### config.mk
export PLATFORM = sky130hd
export DESIGN_NAME = scaler_sequencer
export DESIGN_NICKNAME = d
export VERILOG_FILES = /design/src/rtl/scaler_sequencer.sv
export SDC_FILE = /design/constraint.sdc
export NUM_CORES = 1
export LEC_CHECK = 0
export CORE_ASPECT_RATIO = 0.7
export CORE_MARGIN = 4
export CORE_UTILIZATION = 56
export CTS_CLUSTER_SIZE = 12
export DETAILED_ROUTE_END_ITERATION = 10
export GPL_ROUTABILITY_DRIVEN = 0
export HOLD_SLACK_MARGIN = 0.06
export PLACE_DENSITY = 0.86
export SLEW_MARGIN = 20
export SYNTH_ARGS = -nofsm -noshare
export SYNTH_HDL_FRONTEND = slang
export SYNTH_SLANG_ARGS = --single-unit
### constraint.sdc
create_clock -name clk -period 2.95 [get_ports clk]
set_input_delay 0.295 -clock clk [delete_from_list [all_inputs] [get_ports clk]]
set_output_delay 0.295 -clock clk [all_outputs]
set_load 0.01 [all_outputs]
### src/rtl/scaler_sequencer.sv
// scaler_sequencer
//   Configures one horizontal and one vertical frac_interp instance from the
//   source/destination dimensions, waits for both dividers to report ready,
//   then turns output video timing strobes into step_reset/step_in pulses and
//   interpolator step_out pulses into source fetch advance strobes.
//
// Ports
//   clk, reset_n                  clock, async active-low reset
//   src_w/src_h/dst_w/dst_h       source and destination active dimensions
//   reconfig                      strobe forcing a reconfiguration
//   frame_start/line_start/pix_ce output video timing strobes
//   h_*/v_* num/den/limit         registered interpolator configuration
//   h_/v_newfraction              one-cycle divider start pulses
//   h_/v_ready                    interpolator ready pulses
//   h_/v_step_reset, h_/v_step_in registered sequencing strobes
//   h_/v_step_out                 interpolator advance pulses
//   src_pix_adv/src_line_adv      registered source fetch strobes
//   running                       high while in RUN
//   cfg_error                     sticky, cleared on a successful configuration
module scaler_sequencer #(
  parameter int bitwidth = 10,
  parameter int timeout  = 1023
) (
  input  logic                clk,
  input  logic                reset_n,
  input  logic [bitwidth-1:0] src_w,
  input  logic [bitwidth-1:0] src_h,
  input  logic [bitwidth-1:0] dst_w,
  input  logic [bitwidth-1:0] dst_h,
  input  logic                reconfig,
  input  logic                frame_start,
  input  logic                line_start,
  input  logic                pix_ce,
  output logic [bitwidth-1:0] h_num,
  output logic [bitwidth-1:0] h_den,
  output logic [bitwidth-1:0] h_limit,
  output logic [bitwidth-1:0] v_num,
  output logic [bitwidth-1:0] v_den,
  output logic [bitwidth-1:0] v_limit,
  output logic                h_newfraction,
  output logic                v_newfraction,
  input  logic                h_ready,
  input  logic                v_ready,
  output logic                h_step_reset,
  output logic                h_step_in,
  output logic                v_step_reset,
  output logic                v_step_in,
  input  logic                h_step_out,
  input  logic                v_step_out,
  output logic                src_pix_adv,
  output logic                src_line_adv,
  output logic                running,
  output logic                cfg_error
);

  localparam int TW = (timeout < 2) ? 1 : $clog2(timeout + 1);

  typedef enum logic [2:0] {
    S_IDLE, S_CHECK, S_LOAD, S_WAIT, S_RUN, S_ERROR
  } state_t;

  typedef logic [bitwidth-1:0] dim_t;

  state_t        state_q, state_d;
  dim_t          sh_src_w_q, sh_src_w_d, sh_src_h_q, sh_src_h_d;
  dim_t          sh_dst_w_q, sh_dst_w_d, sh_dst_h_q, sh_dst_h_d;
  dim_t          h_num_q, h_num_d, h_den_q, h_den_d, h_limit_q, h_limit_d;
  dim_t          v_num_q, v_num_d, v_den_q, v_den_d, v_limit_q, v_limit_d;
  logic [TW-1:0] cnt_q, cnt_d;
  logic          h_ok_q, h_ok_d, v_ok_q, v_ok_d;
  logic          first_line_q, first_line_d;
  logic          newfraction_q, newfraction_d;
  logic          h_step_reset_q, h_step_reset_d, h_step_in_q, h_step_in_d;
  logic          v_step_reset_q, v_step_reset_d, v_step_in_q, v_step_in_d;
  logic          src_pix_adv_q, src_pix_adv_d, src_line_adv_q, src_line_adv_d;
  logic          running_q, running_d, cfg_error_q, cfg_error_d;

  logic changed, bad_dims, h_seen, v_seen, first_now;

  always_comb begin
    changed  = reconfig || (src_w != sh_src_w_q) || (src_h != sh_src_h_q) ||
               (dst_w != sh_dst_w_q) || (dst_h != sh_dst_h_q);
    // Zero dimensions and downscaling are both rejected.
    bad_dims = (src_w == '0) || (src_h == '0) || (dst_w == '0) || (dst_h == '0) ||
               (dst_w < src_w) || (dst_h < src_h);
    // Ready inputs are pulses: fold this cycle's pulse into the sticky flag.
    h_seen    = h_ok_q | h_ready;
    v_seen    = v_ok_q | v_ready;
    // A frame_start in the same cycle makes this line the first one.
    first_now = first_line_q | frame_start;

    state_d        = state_q;
    sh_src_w_d     = sh_src_w_q;
    sh_src_h_d     = sh_src_h_q;
    sh_dst_w_d     = sh_dst_w_q;
    sh_dst_h_d     = sh_dst_h_q;
    h_num_d        = h_num_q;
    h_den_d        = h_den_q;
    h_limit_d      = h_limit_q;
    v_num_d        = v_num_q;
    v_den_d        = v_den_q;
    v_limit_d      = v_limit_q;
    cnt_d          = cnt_q;
    h_ok_d         = h_ok_q;
    v_ok_d         = v_ok_q;
    first_line_d   = first_line_q;
    newfraction_d  = 1'b0;
    h_step_reset_d = 1'b0;
    h_step_in_d    = 1'b0;
    v_step_reset_d = 1'b0;
    v_step_in_d    = 1'b0;
    src_pix_adv_d  = 1'b0;
    src_line_adv_d = 1'b0;
    cfg_error_d    = cfg_error_q;

    unique case (state_q)
      S_IDLE: state_d = S_CHECK;
      S_CHECK: begin
        sh_src_w_d = src_w;
        sh_src_h_d = src_h;
        sh_dst_w_d = dst_w;
        sh_dst_h_d = dst_h;
        if (bad_dims) begin
          state_d = S_ERROR;
        end else begin
          // Config registers take the values being latched into the shadow
          // registers now, so they are valid in the same cycle as newfraction.
          state_d       = S_LOAD;
          newfraction_d = 1'b1;
          h_num_d       = dst_w;
          h_den_d       = src_w;
          h_limit_d     = src_w - 1'b1;
          v_num_d       = dst_h;
          v_den_d       = src_h;
          v_limit_d     = src_h - 1'b1;
        end
      end
      S_LOAD: begin
        // Ready pulses during the newfraction cycle are deliberately ignored.
        h_ok_d  = 1'b0;
        v_ok_d  = 1'b0;
        cnt_d   = TW'(timeout);
        state_d = S_WAIT;
      end
      S_WAIT: begin
        h_ok_d = h_seen;
        v_ok_d = v_seen;
        cnt_d  = cnt_q - 1'b1;
        if (h_seen && v_seen)       state_d = S_RUN;
        else if (cnt_q <= TW'(1))   state_d = S_ERROR;
      end
      S_RUN: begin
        v_step_reset_d = frame_start;
        h_step_reset_d = line_start;
        h_step_in_d    = pix_ce;
        src_pix_adv_d  = h_step_out;
        src_line_adv_d = v_step_out;
        if (line_start) begin
          v_step_in_d  = !first_now;
          first_line_d = 1'b0;
        end else if (frame_start) begin
          first_line_d = 1'b1;
        end
        if (changed) state_d = S_CHECK;
      end
      S_ERROR: if (changed) state_d = S_CHECK;
      default: state_d = S_IDLE;
    endcase

    running_d = (state_d == S_RUN);
    if (state_d == S_RUN)        cfg_error_d = 1'b0;
    else if (state_d == S_ERROR) cfg_error_d = 1'b1;
  end

  always_ff @(posedge clk or negedge reset_n) begin
    if (!reset_n) begin
      state_q        <= S_IDLE;
      sh_src_w_q     <= '0;
      sh_src_h_q     <= '0;
      sh_dst_w_q     <= '0;
      sh_dst_h_q     <= '0;
      h_num_q        <= dim_t'(1);
      h_den_q        <= dim_t'(1);
      h_limit_q      <= '0;
      v_num_q        <= dim_t'(1);
      v_den_q        <= dim_t'(1);
      v_limit_q      <= '0;
      cnt_q          <= '0;
      h_ok_q         <= 1'b0;
      v_ok_q         <= 1'b0;
      first_line_q   <= 1'b0;
      newfraction_q  <= 1'b0;
      h_step_reset_q <= 1'b0;
      h_step_in_q    <= 1'b0;
      v_step_reset_q <= 1'b0;
      v_step_in_q    <= 1'b0;
      src_pix_adv_q  <= 1'b0;
      src_line_adv_q <= 1'b0;
      running_q      <= 1'b0;
      cfg_error_q    <= 1'b0;
    end else begin
      state_q        <= state_d;
      sh_src_w_q     <= sh_src_w_d;
      sh_src_h_q     <= sh_src_h_d;
      sh_dst_w_q     <= sh_dst_w_d;
      sh_dst_h_q     <= sh_dst_h_d;
      h_num_q        <= h_num_d;
      h_den_q        <= h_den_d;
      h_limit_q      <= h_limit_d;
      v_num_q        <= v_num_d;
      v_den_q        <= v_den_d;
      v_limit_q      <= v_limit_d;
      cnt_q          <= cnt_d;
      h_ok_q         <= h_ok_d;
      v_ok_q         <= v_ok_d;
      first_line_q   <= first_line_d;
      newfraction_q  <= newfraction_d;
      h_step_reset_q <= h_step_reset_d;
      h_step_in_q    <= h_step_in_d;
      v_step_reset_q <= v_step_reset_d;
      v_step_in_q    <= v_step_in_d;
      src_pix_adv_q  <= src_pix_adv_d;
      src_line_adv_q <= src_line_adv_d;
      running_q      <= running_d;
      cfg_error_q    <= cfg_error_d;
    end
  end

  assign h_num         = h_num_q;
  assign h_den         = h_den_q;
  assign h_limit       = h_limit_q;
  assign v_num         = v_num_q;
  assign v_den         = v_den_q;
  assign v_limit       = v_limit_q;
  assign h_newfraction = newfraction_q;
  assign v_newfraction = newfraction_q;
  assign h_step_reset  = h_step_reset_q;
  assign h_step_in     = h_step_in_q;
  assign v_step_reset  = v_step_reset_q;
  assign v_step_in     = v_step_in_q;
  assign src_pix_adv   = src_pix_adv_q;
  assign src_line_adv  = src_line_adv_q;
  assign running       = running_q;
  assign cfg_error     = cfg_error_q;

endmodule

==> out/qor_table.md <==
| Item | This run | Unit |
|---|---|---|
| Outcome | finished, final reports clean | - |
| Layout Area Growth over Synthesis | 35.5 | % |
| Min-Delay Path Class | flip-flop to flip-flop | - |
| Sequential element share of the synthesized area | 52.4 | % |
| Top area cells in the synthesized netlist | sky130_fd_sc_hd__dfrtp_1 51%, sky130_fd_sc_hd__mux2_2 11%, sky130_fd_sc_hd__ha_1 4.8% | - |
| Source-to-sink clock delay at the later pin of the worst-skew pair | 0.41 | ns |
| Basic-gate share of the synthesized area counting and, or, nand and nor cells | 10.8 | % |
| Internal | 5.68 | mW |
| Worst reg2reg startpoint | sh_src_w_q[4]$_DFFE_PN0N_ | - |
| Syn_nets | 600 | - |
| Mean post-synth cell area | 11.3 | sq um |
| Total number of vias | 4680 | - |
| Clock tree from TritonCTS | done | - |
| Commonest non-fill, non-tap cell in the layout | sky130_fd_sc_hd__dfrtp_1 | - |
| Fraction of synthesized area in multiplexers | 11.6 | % |
| Compound-cell area share of the yosys netlist | 8.02 | % |
| Core Rows | 31 | - |
| Launching element type of the critical path | input port | - |
| CTS clk-pin slew, worst paths | 0.06 | ns |
| Hold-critical path depth | 1 | - |
| Kind of end point of the critical path | flip-flop | - |
| Post-route clock period utilization | 87.9 | % |
| Mapped cell area | 5970 | sq um |
| Switching power | 2.68 | mW |
| Cells on worst reg2reg path | 7 | - |
| 1st-pass router iterations | 5 | - |
| Unrepaired setup endpoints after global routing | false | - |
| Switching fraction of total power | 32.1 | % |
| Normalized max-slew margin | 44.3 | % |
| Max-cap viol count | 0 | - |
| Setup bufs post-CTS | 0 | - |
| Top library cells by usage in the layout, fill and taps aside | 121 x sky130_fd_sc_hd__dfrtp_1, 118 x sky130_fd_sc_hd__clkdlybuf4s50_1, 60 x sky130_fd_sc_hd__mux2_2, 52 x sky130_fd_sc_hd__o21ai_0, 50 x sky130_fd_sc_hd__nand2_1 | - |
| Crit Path Max Fanout | 62 | - |
| Largest net degree at the start of global routing | 65 | - |
| Part of the power in combinational logic | 37.6 | % |
| Starting density of the core | 57.5 | % |
| Aggregate global-route resource usage | 26.4 | % |
| Sequential share of power | 36.8 | % |
| Synthesized flop and latch total | 125 | - |
| Total wire length | 15900 | microns |
| Setup CP Type | input port to flip-flop | - |
| Floorplan die area | 12400 | sq um |
| Wire length of the first global-routing pass | 25500 | microns |
| Initial antenna violation count | 0 | - |
| Predominant post-synthesis flop cell | sky130_fd_sc_hd__dfrtp_1 | - |
| Setup TNS Final | 0 | ns |
| Gate count after technology mapping | 527 | - |
| Antenna-violating nets left | 0 | - |
| TritonCTS Buffers | 17 | - |
| Share of the synthesized netlist area taken by xor and xnor gates | 8.65 | % |
| Maximum achievable frequency | 386 | MHz |
| Worst flop-to-flop path endpoint | cfg_error$_DFFE_PN0P_ | - |
| Remaining global-route overflow | 0 | - |
| Die span in y | 94.4 | microns |
| Maximum root-to-sink buffer count | 2 | - |
| Number of DRC violations after detailed routing | 0 | - |
| Via density per instance | 5.71 | - |
| Final setup violation count | 0 | - |
| Fraction of final layout cells with drive strength greater than 1 | 19.2 | % |
| Worst slew pin tran | 0.836 | ns |
| PwrDens | 1030 | nW/um^2 |
| Worst clock skew | 0.00907 | ns |
| Part of the power in the clock network | 25.6 | % |
| Average wire length per cell after detail routing | 19.4 | microns |
| Final slew viol count | 0 | - |
| Hold slack final | 0.444 | ns |
| Total I/O pin count | 120 | - |
| Static leakage power | 3.58 | nW |
| Number of synthesized flops with an enable pin | 0 | - |
| Number of endpoints with negative hold slack in the final report | 0 | - |
| Shortest clock period the worst path allows after layout | 2.59 | ns |
| Critical Path AT | 2.87 | ns |
| Core area | 10400 | sq um |
| Ys async rst share | 100 | % |
| Sink Count | 125 | - |
| Fraction of the mapped netlist area in adder cells | 4.82 | % |
| DRC marker count from the first detailed-route iteration | 346 | - |
| Origin of the worst min-delay path | first_line_q$_DFFE_PN0P_ | - |
| H-tree lvl count | 4 | - |
| Worst reg2reg setup slack | 0.62 | ns |
| Die extent in x | 131 | microns |
| Count of distinct cell types in the synthesized netlist | 48 | - |
| Count of buffers from port buffering | 119 | - |
| VDD IR max | 0.000549 | V |
| Cell taking the most area after synthesis | sky130_fd_sc_hd__dfrtp_1 | - |
| Antenna diode instance count | 0 | - |
| Number of warning messages in the yosys log | 0 | - |
| Main combinational cell family by area after synthesis | multiplexers | - |
| Number of global-route vias before repair | 4895 | - |
| Final HPWL DP | 11300 | microns |
| Destination of the worst hold path | v_step_in$_DFF_PN0_ | - |
| Final nets | 748 | - |
| CTS Root Buffer Type | sky130_fd_sc_hd__clkbuf_16 | - |
| Critical path data required time | 3.22 | ns |
| Post-synth top area share | 50.7 | % |
cell usage after synthesis, types with 2 or more instances:
cell type	count
sky130_fd_sc_hd__dfrtp_1	121
sky130_fd_sc_hd__mux2_2	60
sky130_fd_sc_hd__o21ai_0	52
sky130_fd_sc_hd__nand2_1	50
sky130_fd_sc_hd__xor2_1	31
sky130_fd_sc_hd__xnor2_1	28
sky130_fd_sc_hd__inv_1	27
sky130_fd_sc_hd__ha_1	23
sky130_fd_sc_hd__nor2_1	17
sky130_fd_sc_hd__nor3_1	13
sky130_fd_sc_hd__nor4_1	13
sky130_fd_sc_hd__a21oi_1	11
sky130_fd_sc_hd__buf_2	9
sky130_fd_sc_hd__nand3_1	9
sky130_fd_sc_hd__nand4_1	8
sky130_fd_sc_hd__clkbuf_1	6
sky130_fd_sc_hd__and2_1	4
sky130_fd_sc_hd__dfstp_2	4
sky130_fd_sc_hd__buf_6	3
sky130_fd_sc_hd__nand2b_1	3
sky130_fd_sc_hd__nor2b_1	3
sky130_fd_sc_hd__or4_1	3
sky130_fd_sc_hd__a31oi_1	2
sky130_fd_sc_hd__and4_1	2
sky130_fd_sc_hd__o41ai_1	2
layout make-up:
| type | count | area, sq um |
|---|---|---|
| tap | 132 | 165 |
| timing repair buffer | 149 | 1450 |
| clock inverter | 10 | 138 |
| sequential | 125 | 3130 |
| clock buffer | 22 | 474 |
| fill | 617 | 2300 |
| inverter | 27 | 101 |
| multi-input combinational | 355 | 2630 |
sequential cells by signal, indices dropped and copies added, names as in the netlist, 3 cells and up:
| register | flops |
|---|---|
| cnt_q | 10 |
| v_den | 10 |
| state_q | 3 |
| sh_src_w_q | 10 |
| v_num | 10 |
| sh_src_h_q | 10 |
| h_limit | 10 |
| h_den | 10 |
| h_num | 10 |
| sh_dst_w_q | 10 |
| v_limit | 10 |
| sh_dst_h_q | 10 |
repair_timing:
| action | 4_1_cts | 5_1_grt |
|---|---|---|
| gates resized for setup | 0 | 0 |
| hold buffers | 1 | 0 |
| endpoints found under the hold margin | 59 | 0 |
worst max-delay path, cell delays in order:
cell and delay [ns]:
sky130_fd_sc_hd__clkdlybuf4s50_1 0.62, sky130_fd_sc_hd__inv_1 0.11, sky130_fd_sc_hd__ha_1 0.35, sky130_fd_sc_hd__nand4_1 0.13, sky130_fd_sc_hd__o221a_2 0.25, sky130_fd_sc_hd__o21ai_0 0.26
sky130_fd_sc_hd__nand4_1 0.22, sky130_fd_sc_hd__buf_12 0.22, sky130_fd_sc_hd__buf_12 0.18, sky130_fd_sc_hd__nand2_1 0.10, sky130_fd_sc_hd__o21ai_0 0.09
worst max path at each step:
stage | start | endpoint | slack, ns | cells past startpoint
2_1_floorplan | src_w[5] | cfg_error$_DFFE_PN0P_ | 0.85 | 10
3_3_place_gp | src_h[1] | cfg_error$_DFFE_PN0P_ | 0.10 | 9
3_5_place_dp | src_w[4] | cfg_error$_DFFE_PN0P_ | 0.006 | 10
4_1_cts | src_w[4] | v_den[3]$_DFFE_PN0P_ | 0.41 | 11
5_1_grt | src_w[4] | v_limit[3]$_DFFE_PN0P_ | 0.17 | 10
6_report | src_w[5] | v_den[3]$_DFFE_PN0P_ | 0.36 | 11
cells by family (layout without fill, tap and decap cells):
kind of cell	after synthesis	after routing
flip-flops	125	125
XOR/XNOR	59	59
multiplexers	61	61
adder cells (fa/ha/maj)	23	23
buffers and inverters	47	208
AND/OR/NAND/NOR	131	131
AO/OA/AOI/OAI	81	81
power by group through the flow:
| stage | Sequential [mW] | Clock, mW | Combinational (mW) |
|---|---|---|---|
| final | 3.08 | 2.14 | 3.15 |
| after CTS | 3.07 | 2.15 | 3.16 |
| after global placement | 3.01 | 0 | 2.99 |
| after floorplan | 3.14 | 0 | 1.58 |
| after global routing | 3.16 | 2.23 | 3.40 |
| after detailed placement | 3.08 | 0 | 3.10 |
per-layer routing:
metal  track usage (%)  part of all wire, %
met3              9.21                  7.8
met5                 0                    0
met4              8.83                  2.3
met1              34.0                   44
met2              42.4                   46
per-stage QoR:
step | setup slack (ns) | total power [mW] | area [sq um] | std cells | util, %
2_1_floorplan | 0.851 | 4.72 | 5970 | 527 | -
3_3_place_gp | 0.101 | 6.00 | 7470 | 787 | 71.9
3_5_place_dp | 0.00630 | 6.18 | 7470 | 787 | 71.9
4_1_cts | 0.410 | 8.38 | 8090 | 820 | 77.9
5_1_grt | 0.171 | 8.79 | 8090 | 820 | 77.9
6_report | 0.356 | 8.36 | 8090 | 820 | 77.9
Power figures use the tool's default switching activity.
